**config.mk**
```make
export PLATFORM = sky130hd
export DESIGN_NAME = counter_timer_flat
export DESIGN_NICKNAME = d
export VERILOG_FILES = /design/src/rtl/counter_pkg.sv /design/src/rtl/counter_timer_if.sv /design/src/rtl/clk_enable_div.sv /design/src/rtl/counter_timer.sv /design/src/flat_wrapper.sv
export SDC_FILE = /design/constraint.sdc
export NUM_CORES = 1
export LEC_CHECK = 0
export CAP_MARGIN = 20
export CORE_ASPECT_RATIO = 1.2
export CORE_UTILIZATION = 48
export CTS_CLUSTER_SIZE = 24
export DETAILED_ROUTE_END_ITERATION = 10
export GPL_TIMING_DRIVEN = 1
export PLACE_DENSITY_LB_ADDON = 0.2
export SETUP_SLACK_MARGIN = 0.4
export SYNTH_ARGS = -nofsm -noshare
export SYNTH_HDL_FRONTEND = slang
export SYNTH_SLANG_ARGS = --single-unit
```
**constraint.sdc**
```tcl
create_clock -name clk -period 2.1 [get_ports clk]
set_input_delay 0.42 -clock clk [delete_from_list [all_inputs] [get_ports clk]]
set_output_delay 0.42 -clock clk [all_outputs]
set_load 0.02 [all_outputs]
```
**src/rtl/counter_pkg.sv**
```systemverilog
// Shared encodings for the counter/timer: FSM states and count modes.
package counter_pkg;

    typedef enum logic [1:0] {
        IDLE = 2'd0,
        RUN  = 2'd1,
        DONE = 2'd2
    } state_t;

    typedef enum logic {
        MODE_ONESHOT = 1'b0,
        MODE_WRAP    = 1'b1
    } mode_t;

endpackage

```
**src/rtl/counter_timer_if.sv**
```systemverilog
// Control/status bundle between the game FSM (master) and the counter/timer (slave).
interface counter_timer_if #(
    parameter int WIDTH = 16
) ();
    logic             go;
    logic             stop;
    logic             en;
    logic             mode;
    logic [WIDTH-1:0] count;
    logic             tick;
    logic             done;
    logic             busy;

    modport master (
        output go, stop, en, mode,
        input  count, tick, done, busy
    );

    modport slave (
        input  go, stop, en, mode,
        output count, tick, done, busy
    );
endinterface

```
**src/rtl/clk_enable_div.sv**
```systemverilog
// Prescaler: turns every PRESCALE-th enabled cycle into a one-cycle step enable.
module clk_enable_div #(
    parameter int PRESCALE = 1
) (
    input  logic clk,
    input  logic reset,
    input  logic clr,
    input  logic en,
    output logic step_en
);
    localparam int PW = (PRESCALE > 1) ? $clog2(PRESCALE) : 1;

    logic [PW-1:0] psc;
    logic          last;

    // Step is decided combinationally so the top can act on it in the same edge.
    assign last    = (psc == PW'(PRESCALE - 1));
    assign step_en = en & last;

    // Phase counter: cleared on restart, frozen whenever en is low.
    always_ff @(posedge clk) begin
        if (reset || clr) begin
            psc <= '0;
        end else if (en) begin
            psc <= last ? '0 : psc + PW'(1);
        end
    end
endmodule

```
**src/rtl/counter_timer.sv**
```systemverilog
// Prescaled up-counter with one-shot/wrap modes, abort, terminal pulse and beat tick.
module counter_timer
    import counter_pkg::*;
#(
    parameter int WIDTH    = 16,
    parameter int MAXCOUNT = 39648,
    parameter int PRESCALE = 1,
    parameter int TICK_DIV = 1024
) (
    input  logic            clk,
    input  logic            reset,
    counter_timer_if.slave  bus
);
    localparam int TW = (TICK_DIV > 1) ? $clog2(TICK_DIV) : 1;

    state_t           state, state_nxt;
    logic [WIDTH-1:0] count, count_nxt;
    logic [TW-1:0]    tcnt, tcnt_nxt;
    logic             tick, tick_nxt;
    logic             done, done_nxt;
    logic             busy;
    logic             div_clr, div_en, step_en;

    // The prescaler only advances in RUN on a cycle not overridden by stop or go.
    assign div_clr = bus.go & ~bus.stop;
    assign div_en  = (state == RUN) & bus.en & ~bus.stop & ~bus.go;

    clk_enable_div #(
        .PRESCALE (PRESCALE)
    ) u_div (
        .clk     (clk),
        .reset   (reset),
        .clr     (div_clr),
        .en      (div_en),
        .step_en (step_en)
    );

    // State register.
    always_ff @(posedge clk) begin
        if (reset) begin
            state <= IDLE;
        end else begin
            state <= state_nxt;
        end
    end

    // Next state and next datapath values; stop beats go beats stepping.
    always_comb begin
        logic tick_wrap;
        state_nxt = state;
        count_nxt = count;
        tcnt_nxt  = tcnt;
        tick_nxt  = 1'b0;
        done_nxt  = 1'b0;
        tick_wrap = (tcnt == TW'(TICK_DIV - 1));
        if (bus.stop) begin
            state_nxt = IDLE;
        end else if (bus.go) begin
            state_nxt = RUN;
            count_nxt = '0;
            tcnt_nxt  = '0;
        end else if (step_en) begin
            tick_nxt = tick_wrap;
            tcnt_nxt = tick_wrap ? '0 : tcnt + TW'(1);
            if (count != WIDTH'(MAXCOUNT)) begin
                count_nxt = count + WIDTH'(1);
            end else begin
                done_nxt = 1'b1;
                if (bus.mode == MODE_ONESHOT) begin
                    state_nxt = DONE;
                end else begin
                    count_nxt = '0;
                    tcnt_nxt  = '0;
                end
            end
        end
    end

    // Registered outputs; busy tracks the state it is registered with.
    always_ff @(posedge clk) begin
        if (reset) begin
            count <= '0;
            tcnt  <= '0;
            tick  <= 1'b0;
            done  <= 1'b0;
            busy  <= 1'b0;
        end else begin
            count <= count_nxt;
            tcnt  <= tcnt_nxt;
            tick  <= tick_nxt;
            done  <= done_nxt;
            busy  <= (state_nxt == RUN);
        end
    end

    assign bus.count = count;
    assign bus.tick  = tick;
    assign bus.done  = done;
    assign bus.busy  = busy;
endmodule
```
**src/flat_wrapper.sv**
```systemverilog
// flat-port wrapper written by rule: the top's interface ports become plain ports
module counter_timer_flat import counter_pkg::*;
#(
    parameter int WIDTH    = 16,
    parameter int MAXCOUNT = 39648,
    parameter int PRESCALE = 1,
    parameter int TICK_DIV = 1024
)
  (clk, reset, bus_go, bus_stop, bus_en, bus_mode, bus_count, bus_tick, bus_done, bus_busy);
  counter_timer_if #(.WIDTH(WIDTH)) bus_i ();
  input  logic clk;
  input  logic reset;
  input wire logic [$bits(bus_i.go)-1:0] bus_go;
  input wire logic [$bits(bus_i.stop)-1:0] bus_stop;
  input wire logic [$bits(bus_i.en)-1:0] bus_en;
  input wire logic [$bits(bus_i.mode)-1:0] bus_mode;
  output wire logic [$bits(bus_i.count)-1:0] bus_count;
  output wire logic [$bits(bus_i.tick)-1:0] bus_tick;
  output wire logic [$bits(bus_i.done)-1:0] bus_done;
  output wire logic [$bits(bus_i.busy)-1:0] bus_busy;
  assign bus_i.go = bus_go;
  assign bus_i.stop = bus_stop;
  assign bus_i.en = bus_en;
  assign bus_i.mode = bus_mode;
  assign bus_count = bus_i.count;
  assign bus_tick = bus_i.tick;
  assign bus_done = bus_i.done;
  assign bus_busy = bus_i.busy;
  counter_timer #(.WIDTH(WIDTH), .MAXCOUNT(MAXCOUNT), .PRESCALE(PRESCALE), .TICK_DIV(TICK_DIV)) u_core (.clk(clk), .reset(reset), .bus(bus_i));
endmodule
```
==> out/metrics.yaml <==
clock_network:
  path_clk_slew_ps: 60
  insertion_delay_ps: 300
  cts.path.max_buffers: 2
  cts_tree: "built"
  cts-htree-levels: 2
  numCtsBuffers: 5
  cts-root-buf: "clkbuf_8"
  hold_buffers: 0
  cts.sinks: 31
worst_setup_path:
  arrival_ps: 2180
  reg2reg_depth: 7
  cp.required_ps: 2280
  cp-start-kind: "register"
  worstSetupPathType: "register to register"
  worstReg2RegEnd: "u_core.bus.count[7]"
  cp-end-kind: "register"
  rr_startpoint: "u_core.bus.count[5]"
  r2r_slack_ps: 100
  crit_path_max_fanout: 6
route:
  drt_wl_total_um: 6030
  dr.pass1.iters: 4
  detail_route.iter0.violations: 173
  antenna_left: 0
  drcViolationCount: 0
  vias: 2067
  wl_per_cell_um: 18.8
  post_drt_via_cell_ratio: 6.44
placement:
  gp_congestion: 0.908
  placedCellCount: 298
  io_buffer_count: 24
  place_hpwl_um: 3620
  pre_cts_ws_ps: -397
power:
  clkPwrFrac_pct: 43.0
  p_int_mw: 0.941
  power_density_mw_per_mm2: 462
  ir_drop_uv: 516
  pwr-share-comb_pct: 9.5
  switching_share_pct: 24.4
  leakage_nw: 1.03
  report.power.total_mw: 1.25
  switchingPower_mw: 0.304
  power_frac_seq_pct: 47.5
floorplanning:
  coreArea_sq_mm: 0.00337
  die_h_um: 67.4
  die_w_um: 56.5
  start_util_pct: 50.8
  rows: 23
  num_io_pins: 25
  die_area_sq_mm: 0.00381
global_route:
  grt_max_degree: 28
  grt_pass1_vias: 1877
  grt_pass1_wl_um: 9090
  gr-total-overflow: 0
  antenna_found_initial: 0
  grt_usage_pct: 31.6
synth:
  synth.most_common_cell: "dfxtp_1"
  synth_cell_type_count: 48
  yosysTopAreaCell: "dfxtp_1"
  syn_inst: 211
  synthFlopType: "dfxtp_1"
  ys_async_sr_fraction_pct: 0
  synth_edf_count: 0
  netlist_area_sq_mm: 0.00171
  yosysWarnings: 0
  synth.avg_cell_area_sq_um: 8.11
  synth_commonest_cells: "dfxtp_1 (31), nor2_1 (18), nand3_1 (15)"
  synth_top_area_share_pct: 36.3
  synth_area_leaders: "dfxtp_1 (36%), nand3_1 (4.4%), nor2_1 (4.0%)"
  yosysSeqAreaShare_pct: 36.3
  synth_fp_nets: 220
  ys_ff_latch: 31
layout:
  final_nets: 292
  area.growth.synth_to_final_pct: 57.7
  layout.cells.non_filler: 321
  drive_gt1_share_pct: 39.8
  antennaDiodeCount: 0
timing:
  fin_crit_ps: 2000
  fmax_mhz: 500
  rsz0062_at_grt: "yes"
  worst_slack_ps: 99.0
  maxSlewViolCount: 0
  hold_viol_final: 0
  fin_crit_sh_pct: 95.3
  tightest_slew_ps: 420
  hold_ws_ps: 449
  slew_headroom_pct: 71.9
  finClkSkew_ps: 11.5
  finalSetupViolations: 0
hold_path:
  holdPathEnd: "u_core.state[0]"
  hp-class: "input port to register"
  min-delay-start: "bus_stop"
  whs_path_depth: 3
job:
  maxCapViolCount: 0
status:
  status: "complete, no violations"
## power by group through the flow
| stage | clock [mW] | combinational [mW] | sequential [mW] |
|---|---|---|---|
| 3_5_place_dp | 0 | 0.0993 | 0.605 |
| 4_1_cts | 0.536 | 0.108 | 0.592 |
| 5_1_grt | 0.560 | 0.127 | 0.592 |
| 3_3_place_gp | 0 | 0.0982 | 0.605 |
| 2_1_floorplan | 0 | 0.0474 | 0.606 |
| 6_report | 0.535 | 0.118 | 0.592 |
## flip-flops by register name, indices dropped and copies added (netlist names)
| signal | count |
|---|---|
| u_core.bus.busy | 1 |
| u_core.bus.count | 16 |
| u_core.bus.done | 1 |
| u_core.bus.tick | 1 |
| u_core.state | 2 |
| u_core.tcnt | 10 |
## worst max path at each step
stage,slack [ps],from,endpoint,depth (start not counted)
detailed placement,-400,bus_mode,u_core.bus.count[5],8
global placement,-390,bus_en,u_core.bus.count[14],6
CTS,190,u_core.state[1],u_core.tcnt[7],5
floorplan,50,u_core.bus.count[0],u_core.bus.count[15],7
global route,40,u_core.bus.count[1],u_core.bus.count[12],11
finish,100,u_core.bus.count[5],u_core.bus.count[7],7
## per-layer routing
metal  wire length [um]  vias to the layer above  GRT usage, %
li1                   -                      954             -
met1               2490                      980          37.7
met2               2870                       99          54.1
met3                386                       34          7.09
met4                291                        0          14.9
met5                  0                        -             0
## what timing repair did
| item | 4_1_cts | 5_1_grt |
|---|---|---|
| pin swaps | 24 | 19 |
| endpoints found under the setup margin | 45 | 29 |
| buffers inserted | 8 | 7 |
| resized for setup | 66 | 26 |
| hold endpoints to repair | 0 | 0 |
## cell usage in the layout (no fill, tap or decap), types with 7 or more instances in the layout
cell type      count
buf_4             41
a21oi_2            7
buf_6             10
nand3_1           10
nand2_1           11
inv_1              7
a31oi_1            7
dfxtp_1           23
dfxtp_2            8
clkbuf_8           7
o21ai_1            8
dlygate4sd2_1     18
nor2_1            13
nand4_1            9
nor3_1             8
## metrics by stage
step	instance area (sq um)	TNS [ps]	utilization [%]
6_report	2700	0	80.1
5_1_grt	2700	0	80.1
4_1_cts	2540	0	75.5
3_5_place_dp	2270	-8170	67.5
3_3_place_gp	2270	-7520	67.5
2_1_floorplan	1770	0	-
## worst max-delay path, cell delays in order, from the launching register on
cell      delay, ps
dfxtp_2         370
or4bb_4         570
nor4_4          340
buf_6           190
nor2_4           50
o21bai_1        160
buf_4           170
nor2_2           40
## final cells by class
cell class                      count  area [sq um]
Clock buffer                        8           100
Fill cell                         213           669
Inverter                            9          33.8
Multi-Input combinational cell    161          1260
Sequential cell                    31           631
Tap cell                           37          46.3
Timing Repair Buffer               75           628
## kinds of logic after synthesis
kind of cell,Yosys count,share of synthesized area [%]
flops,31,36.3
compound gates,52,19.2
simple gates,103,36.4
xor+xnor,1,0.512
fa+ha+maj,3,2.19
buf+inv,19,4.24
mux,2,1.17
Note: power is estimated with default switching activity, not from simulation.
